`config.mk`:
```
export PLATFORM = sky130hd
export DESIGN_NAME = spawn_controller
export DESIGN_NICKNAME = d
export VERILOG_FILES = /design/src/rtl/spawn_pkg.sv /design/src/rtl/free_slot_finder.sv /design/src/rtl/spawn_controller.sv
export SDC_FILE = /design/constraint.sdc
export NUM_CORES = 1
export LEC_CHECK = 0
export CAP_MARGIN = 30
export CORE_UTILIZATION = 55
export CTS_CLUSTER_DIAMETER = 120
export DETAILED_ROUTE_END_ITERATION = 10
export GPL_ROUTABILITY_DRIVEN = 0
export HOLD_SLACK_MARGIN = 0.05
export PLACE_DENSITY = 0.8
export SYNTH_ARGS = -nofsm -noshare
export SYNTH_HDL_FRONTEND = slang
export SYNTH_SLANG_ARGS = --single-unit
```
`constraint.sdc`:
```
create_clock -name clk -period 11.15 [get_ports clk]
set_input_delay 2.23 -clock clk [delete_from_list [all_inputs] [get_ports clk]]
set_output_delay 2.23 -clock clk [all_outputs]
set_load 0.05 [all_outputs]
```
`src/rtl/spawn_pkg.sv`:
```
`default_nettype none
// ============================================================================
// Module      : spawn_pkg
// Description : Shared types and constants for the unit spawn controller.
// Revision    : 1.0
// ============================================================================
package spawn_pkg;

  typedef enum logic [1:0] {
    ST_IDLE   = 2'd0,
    ST_ISSUE  = 2'd1,
    ST_SETTLE = 2'd2,
    ST_COOL   = 2'd3
  } spawn_state_t;

  localparam logic [1:0] DENY_NONE  = 2'b00;
  localparam logic [1:0] DENY_BUSY  = 2'b01;
  localparam logic [1:0] DENY_FUNDS = 2'b10;
  localparam logic [1:0] DENY_SLOT  = 2'b11;

  // Matches the unit slot's {left,right,down} decode
  localparam logic [2:0] TYPE_LEFT  = 3'b100;
  localparam logic [2:0] TYPE_RIGHT = 3'b010;
  localparam logic [2:0] TYPE_DOWN  = 3'b001;

endpackage
`default_nettype wire

```
`src/rtl/free_slot_finder.sv`:
```
`default_nettype none
// ============================================================================
// Module      : free_slot_finder
// Description : Lowest-index dead slot, as a one-hot select plus found flag.
// Revision    : 1.0
// ============================================================================
module free_slot_finder
  import spawn_pkg::*;
#(
  parameter int NUM_UNITS = 8
) (
  input  logic [NUM_UNITS-1:0] unitDead,
  output logic [NUM_UNITS-1:0] sel,
  output logic                 found
);

  // Isolates the lowest set bit
  assign sel   = unitDead & (~unitDead + NUM_UNITS'(1));
  assign found = |unitDead;

endmodule
`default_nettype wire

```
`src/rtl/spawn_controller.sv`:
```
`default_nettype none
// ============================================================================
// Module      : spawn_controller
// Description : Turns spawn buttons into a one-cycle spawn command for a free
//               slot, gated by energy budget, slot availability and cooldown.
// Revision    : 1.0
// ============================================================================
module spawn_controller
  import spawn_pkg::*;
#(
  parameter int NUM_UNITS  = 8,
  parameter int ENERGY_W   = 10,
  parameter int ENERGY_MAX = 999,
  parameter int TICK_GAIN  = 1,
  parameter int COST1      = 50,
  parameter int COST2      = 100,
  parameter int COST3      = 200,
  parameter int COOLDOWN   = 30,
  parameter int SETTLE_CYC = 2
) (
  input  logic                 clk,
  input  logic                 reset,
  input  logic                 gameTick,
  input  logic                 btnLeft,
  input  logic                 btnRight,
  input  logic                 btnDown,
  input  logic [NUM_UNITS-1:0] unitDead,
  output logic [NUM_UNITS-1:0] spawnSel,
  output logic [2:0]           spawnType,
  output logic [ENERGY_W-1:0]  energy,
  output logic                 busy,
  output logic                 spawnDenied,
  output logic [1:0]           denyCode
);

  localparam int c_SW  = (SETTLE_CYC > 1) ? $clog2(SETTLE_CYC) : 1;
  localparam int c_CLW = (COOLDOWN > 0) ? $clog2(COOLDOWN + 1) : 1;

  localparam logic [ENERGY_W:0] c_COST1 = (ENERGY_W+1)'(COST1);
  localparam logic [ENERGY_W:0] c_COST2 = (ENERGY_W+1)'(COST2);
  localparam logic [ENERGY_W:0] c_COST3 = (ENERGY_W+1)'(COST3);
  localparam logic [ENERGY_W:0] c_GAIN  = (ENERGY_W+1)'(TICK_GAIN);
  localparam logic [ENERGY_W:0] c_MAX   = (ENERGY_W+1)'(ENERGY_MAX);
  localparam logic [c_SW-1:0]   c_SETTLE_LAST = c_SW'(SETTLE_CYC - 1);
  localparam logic [c_CLW-1:0]  c_COOL_INIT   = c_CLW'(COOLDOWN);

  spawn_state_t         r_state;
  logic [c_SW-1:0]      r_settle_cnt;
  logic [c_CLW-1:0]     r_cool_cnt;

  logic [NUM_UNITS-1:0] w_sel;
  logic                 w_found;
  logic                 w_req;
  logic                 w_idle;
  logic                 w_funds;
  logic                 w_go;
  logic [2:0]           w_type;
  logic [ENERGY_W:0]    w_cost;
  logic [ENERGY_W:0]    w_after_cost;
  logic [ENERGY_W:0]    w_sum;
  logic [ENERGY_W-1:0]  w_energy_next;

  free_slot_finder #(
    .NUM_UNITS (NUM_UNITS)
  ) u_finder (
    .unitDead (unitDead),
    .sel      (w_sel),
    .found    (w_found)
  );

  // Priority left > right > down; lower presses are simply ignored
  always_comb begin
    w_type = TYPE_DOWN;
    w_cost = c_COST3;
    if (btnLeft) begin
      w_type = TYPE_LEFT;
      w_cost = c_COST1;
    end else if (btnRight) begin
      w_type = TYPE_RIGHT;
      w_cost = c_COST2;
    end
  end

  assign w_req   = btnLeft | btnRight | btnDown;
  assign w_idle  = (r_state == ST_IDLE);
  assign w_funds = ({1'b0, energy} >= w_cost);
  assign w_go    = w_idle & w_req & w_funds & w_found;

  // Cost is checked against the pre-tick value; the extra bit keeps the
  // tick addition from wrapping before saturation.
  assign w_after_cost = {1'b0, energy} - (w_go ? w_cost : '0);
  assign w_sum        = w_after_cost + c_GAIN;

  always_comb begin
    w_energy_next = ENERGY_W'(w_after_cost);
    if (gameTick) w_energy_next = ENERGY_W'((w_sum > c_MAX) ? c_MAX : w_sum);
  end

  always_ff @(posedge clk or posedge reset) begin
    if (reset) begin
      r_state      <= ST_IDLE;
      r_settle_cnt <= '0;
      r_cool_cnt   <= '0;
      spawnSel     <= '0;
      spawnType    <= '0;
      energy       <= '0;
      busy         <= 1'b0;
      spawnDenied  <= 1'b0;
      denyCode     <= DENY_NONE;
    end else begin
      spawnSel    <= '0;
      spawnType   <= '0;
      spawnDenied <= 1'b0;
      energy      <= w_energy_next;

      case (r_state)
        ST_IDLE: begin
          if (w_req) begin
            if (!w_funds) begin
              spawnDenied <= 1'b1;
              denyCode    <= DENY_FUNDS;
            end else if (!w_found) begin
              spawnDenied <= 1'b1;
              denyCode    <= DENY_SLOT;
            end else begin
              spawnSel  <= w_sel;
              spawnType <= w_type;
              busy      <= 1'b1;
              r_state   <= ST_ISSUE;
            end
          end
        end
        ST_ISSUE: begin
          r_settle_cnt <= c_SETTLE_LAST;
          r_state      <= ST_SETTLE;
        end
        // Target slot still reads dead here, so nothing else is evaluated
        ST_SETTLE: begin
          if (r_settle_cnt == '0) begin
            if (COOLDOWN == 0) begin
              busy    <= 1'b0;
              r_state <= ST_IDLE;
            end else begin
              r_cool_cnt <= c_COOL_INIT;
              r_state    <= ST_COOL;
            end
          end else begin
            r_settle_cnt <= r_settle_cnt - 1'b1;
          end
        end
        ST_COOL: begin
          if (gameTick) begin
            r_cool_cnt <= r_cool_cnt - 1'b1;
            if (r_cool_cnt == c_CLW'(1)) begin
              busy    <= 1'b0;
              r_state <= ST_IDLE;
            end
          end
        end
        default: r_state <= ST_IDLE;
      endcase

      if (w_req && !w_idle) begin
        spawnDenied <= 1'b1;
        denyCode    <= DENY_BUSY;
      end
    end
  end

endmodule
`default_nettype wire

```
==> flow_summary_export.csv <==
group,metric,value,unit
sta,max_freq,0.134,GHz
global_routing,gr-usage-met1,35.1,%
synth,synth_seq_cells,33,
synth,syn-cell-area,0.00259,sq mm
outcome,failed_checks,"design-rule violations",
drt,drt-total-wl,5960,um
clocking,cts_resized,0,
floorplan,initial_core_util,58.2,%
sta,relSlewSlack,51.9,%
layout,multi_input_area,0.00165,sq mm
layout,antennaDiodeCount,0,
setup_path,critPathMaxFanout,8,
drt,viasPerCell,6.21,
synth,yosys.area_share.adder,11.4,%
clocking,cts_setup_buffers,0,
synth,synthCells,288,
hold_path,hp-class,"flop to flop",
synth,synth.net_count,325,
clocking,clk_path_buf_depth,2,
sta,whs,0.497,ns
setup_path,worstPathArrival,7.63,ns
drt,drt_iter0_markers,205,
synth,synth_edf_count,0,
global_routing,grt_max_degree,34,
synth,synthMuxAreaShare,1.98,%
sta,rsz0062_at_grt,"false",
clocking,cts_tree,"yes",
global_routing,met3_usage,3.42,%
floorplan,io_pins,39,
sta,clock_skew,0.0141,ns
synth,yosys.area_share.simple,23.8,%
clocking,cts_hold_buffers,0,
floorplan,core_area,0.00444,sq mm
drt,vias,2341,
synth,synth_xor_area_share,4.01,%
clocking,cts_buffers,5,
sta,tightest_slew,0.714,ns
global_routing,busiest_layer,"met2",
setup_path,max_stage_delay,0.49,ns
place,io_buffers,38,
layout,drive_gt1_share,7.08,%
drt,postRouteAntennaNets,0,
setup_path,required,11.31,ns
clocking,h-tree-depth,2,
sta,hold_viol_final,0,
setup_path,cp-end-kind,"flop",
synth,async_flop_share,100,%
drt,wire_per_inst,15.8,um
global_routing,grt_overflow,0,
clocking,clk_latency,0.28,ns
global_routing,grt_pass1_vias,2268,
floorplan,die_h,70.6,um
layout,finalNetCount,363,
drt,first_pass_iters,7,
global_routing,grt_usage,25.8,%
sta,fin_crit,7.47,ns
layout,area_growth,18.6,%
layout,nFillCells,355,
run,maxCapViolations,0,
synth,yosysWarnings,0,
setup_path,worst_setup_path_start_kind,"input port",
setup_path,cp_cell_sequence,"clkdlybuf4s50_1 -> inv_1 -> nand2_1 -> ha_1 -> a21boi_0 -> o21a_1 -> o21a_1 -> o21ai_0 -> a21oi_1 -> o21ai_0 -> or2_2 -> ha_1 -> a21o_1 -> a31oi_1 -> xnor2_1 -> nand3_1 -> nor4b_4 -> xor2_2 -> o211ai_1 -> mux2_2",
clocking,cts.sink_count,33,
synth,seq_area_frac_synth,31.9,%
setup_path,cp_slowest_cell,"clkdlybuf4s50_1",
setup_path,criticalPathCategory,"input port to flop",
synth,synth_ff_type,"dfrtp_1",
clocking,root_buffer,"clkbuf_8",
synth,synth_top_family_by_area,"simple AND/OR/NAND/NOR gates",
outcome,status,"finished, violations left",
synth,synth_cell_type_count,66,
sta,setup_violations,0,
clocking,clkTransAtPathRegs,0.07,ns
global_routing,grt_pass1_wl,10300,um
synth,synth-compound-area-share,22.3,%
sta,slew_violations,0,
global_routing,grt_antenna_before_repair,0,
sta,final.setup.tns,0,ns
layout,ff_latch_area,826,sq um
global_routing,gr-usage-met2,43.4,%
floorplan,die_area,0.00499,sq mm
floorplan,dieWidth,70.6,um
sta,min_period_over_period,67.0,%
drt,drcViolationCount,16,
floorplan,fp-row-count,24,
place,dp_hpwl,4610,um
synth,syn_area_per_cell,8.99,sq um
-- final timing paths --
path                              from  cells past startpoint           to  slack [ns]
min reg2reg                denyCode[1]                      1  denyCode[1]        0.50
max in group asynchronous        reset                      3  spawnSel[5]        8.50
min                        denyCode[1]                      1  denyCode[1]        0.50
max                            btnLeft                     20    energy[0]        3.68
max reg2reg                  energy[1]                     19    energy[0]        5.95
min in group asynchronous        reset                      3  denyCode[1]        2.34
-- layout make-up --
cell class              count  share of cell area (%)
multi-input cells         228                    53.6
flip-flops and latches     33                    26.9
repair buffers             39                    12.6
inverters                  19                    2.32
clock buffers               5                    2.24
well taps                  52                    2.12
clock inverters             1                   0.163
-- critical path, delay by kind of cell --
kind,cells,cell delay (ns)
AO/OA/AOI/OAI,9,1.92
XOR/XNOR,2,0.70
adder cells (fa/ha/maj),2,0.67
buffers and inverters,2,0.67
multiplexers,1,0.30
AND/OR/NAND/NOR,4,1.12
-- cell usage after synthesis, types with 2 or more instances --
cell type  count  area (sq um)
a21boi_0       4          30.0
a21o_1         4          30.0
a21oi_1       10          50.1
a311oi_1       2          17.5
a31oi_1        7          43.8
and2_1         3          18.8
and3_1         5          31.3
and3b_1        2          17.5
and4_1         2          17.5
and4b_1        2          20.0
buf_4          2          15.0
clkbuf_1       4          15.0
dfrtp_1       33           826
ha_1          22           275
inv_1         18          67.6
mux2i_1        4          40.0
nand2_1       23          86.3
nand2b_1       4          25.0
nand3_1       12          60.1
nand3b_1       3          22.5
nand4_1        3          18.8
nor2_1        21          78.8
nor2b_1        2          12.5
nor3_1        10          50.1
nor3b_1        2          15.0
nor4_1         2          12.5
nor4b_1        2          17.5
o2111ai_1      5          43.8
o211ai_1       3          22.5
o21a_1         5          37.5
o21ai_0       16          80.1
or2_2          4          25.0
or3_1          6          37.5
xnor2_1        5          43.8
xor2_1         5          43.8
-- sequential cells by signal (all words and copies together), names as in the netlist --
name and count:
energy 10, spawnSel 8, r_cool_cnt 5, spawnType 3
denyCode 2, r_state 2, busy 1, r_settle_cnt 1
spawnDenied 1
-- placed cells by master, fill, tap and decap left out, types with 2 or more instances in the layout --
cell             synthesis  final
and3_1                   5      5
or3_1                    6      6
nand4_1                  3      3
xor2_1                   5      5
o21a_1                   5      5
clkdlybuf4s50_1          0     38
nand2b_1                 4      4
a21oi_1                 10     10
a311oi_1                 2      2
nand3_1                 12     12
xnor2_1                  5      5
ha_1                    22     22
clkbuf_8                 0      5
nor3_1                  10     10
inv_1                   18     18
nor2b_1                  2      2
and4_1                   2      2
and4b_1                  2      2
nor2_1                  21     21
and3b_1                  2      2
nor3b_1                  2      2
nand3b_1                 3      3
mux2i_1                  4      4
nor4b_1                  2      2
or2_2                    4      4
and2_1                   3      3
nand2_1                 23     23
o211ai_1                 3      3
o21ai_0                 16     16
a21o_1                   4      4
dfrtp_1                 33     33
o2111ai_1                5      5
nor4_1                   2      2
a21boi_0                 4      4
a31oi_1                  7      7
-- stage by stage --
stage | cell area [sq um] | instances | util [%] | setup WS [ns]
floorplan | 2590 | 288 | - | 4.69
global placement | 3000 | 371 | 67.4 | 3.68
detailed placement | 3000 | 371 | 67.4 | 3.50
CTS | 3070 | 377 | 69.1 | 3.76
global route | 3070 | 377 | 69.1 | 3.11
finish | 3070 | 377 | 69.1 | 3.68
-- per-layer routing --
metal,routed length [um],share of wire [%]
met5,0,0
met2,2770,46
met3,299,5.0
met1,2810,47
met4,80,1.3
-- kinds of logic (layout without fill, tap and decap cells) --
family	Yosys count	count (layout)
xor+xnor	11	11
mux	5	5
fa+ha+maj	23	23
compound gates	77	77
flops	33	33
buf+inv	27	64
simple gates	112	112
Power is left out: the tool's default activity adds up to more than one toggle a clock period on the data nets, which glitch-free logic cannot reach.
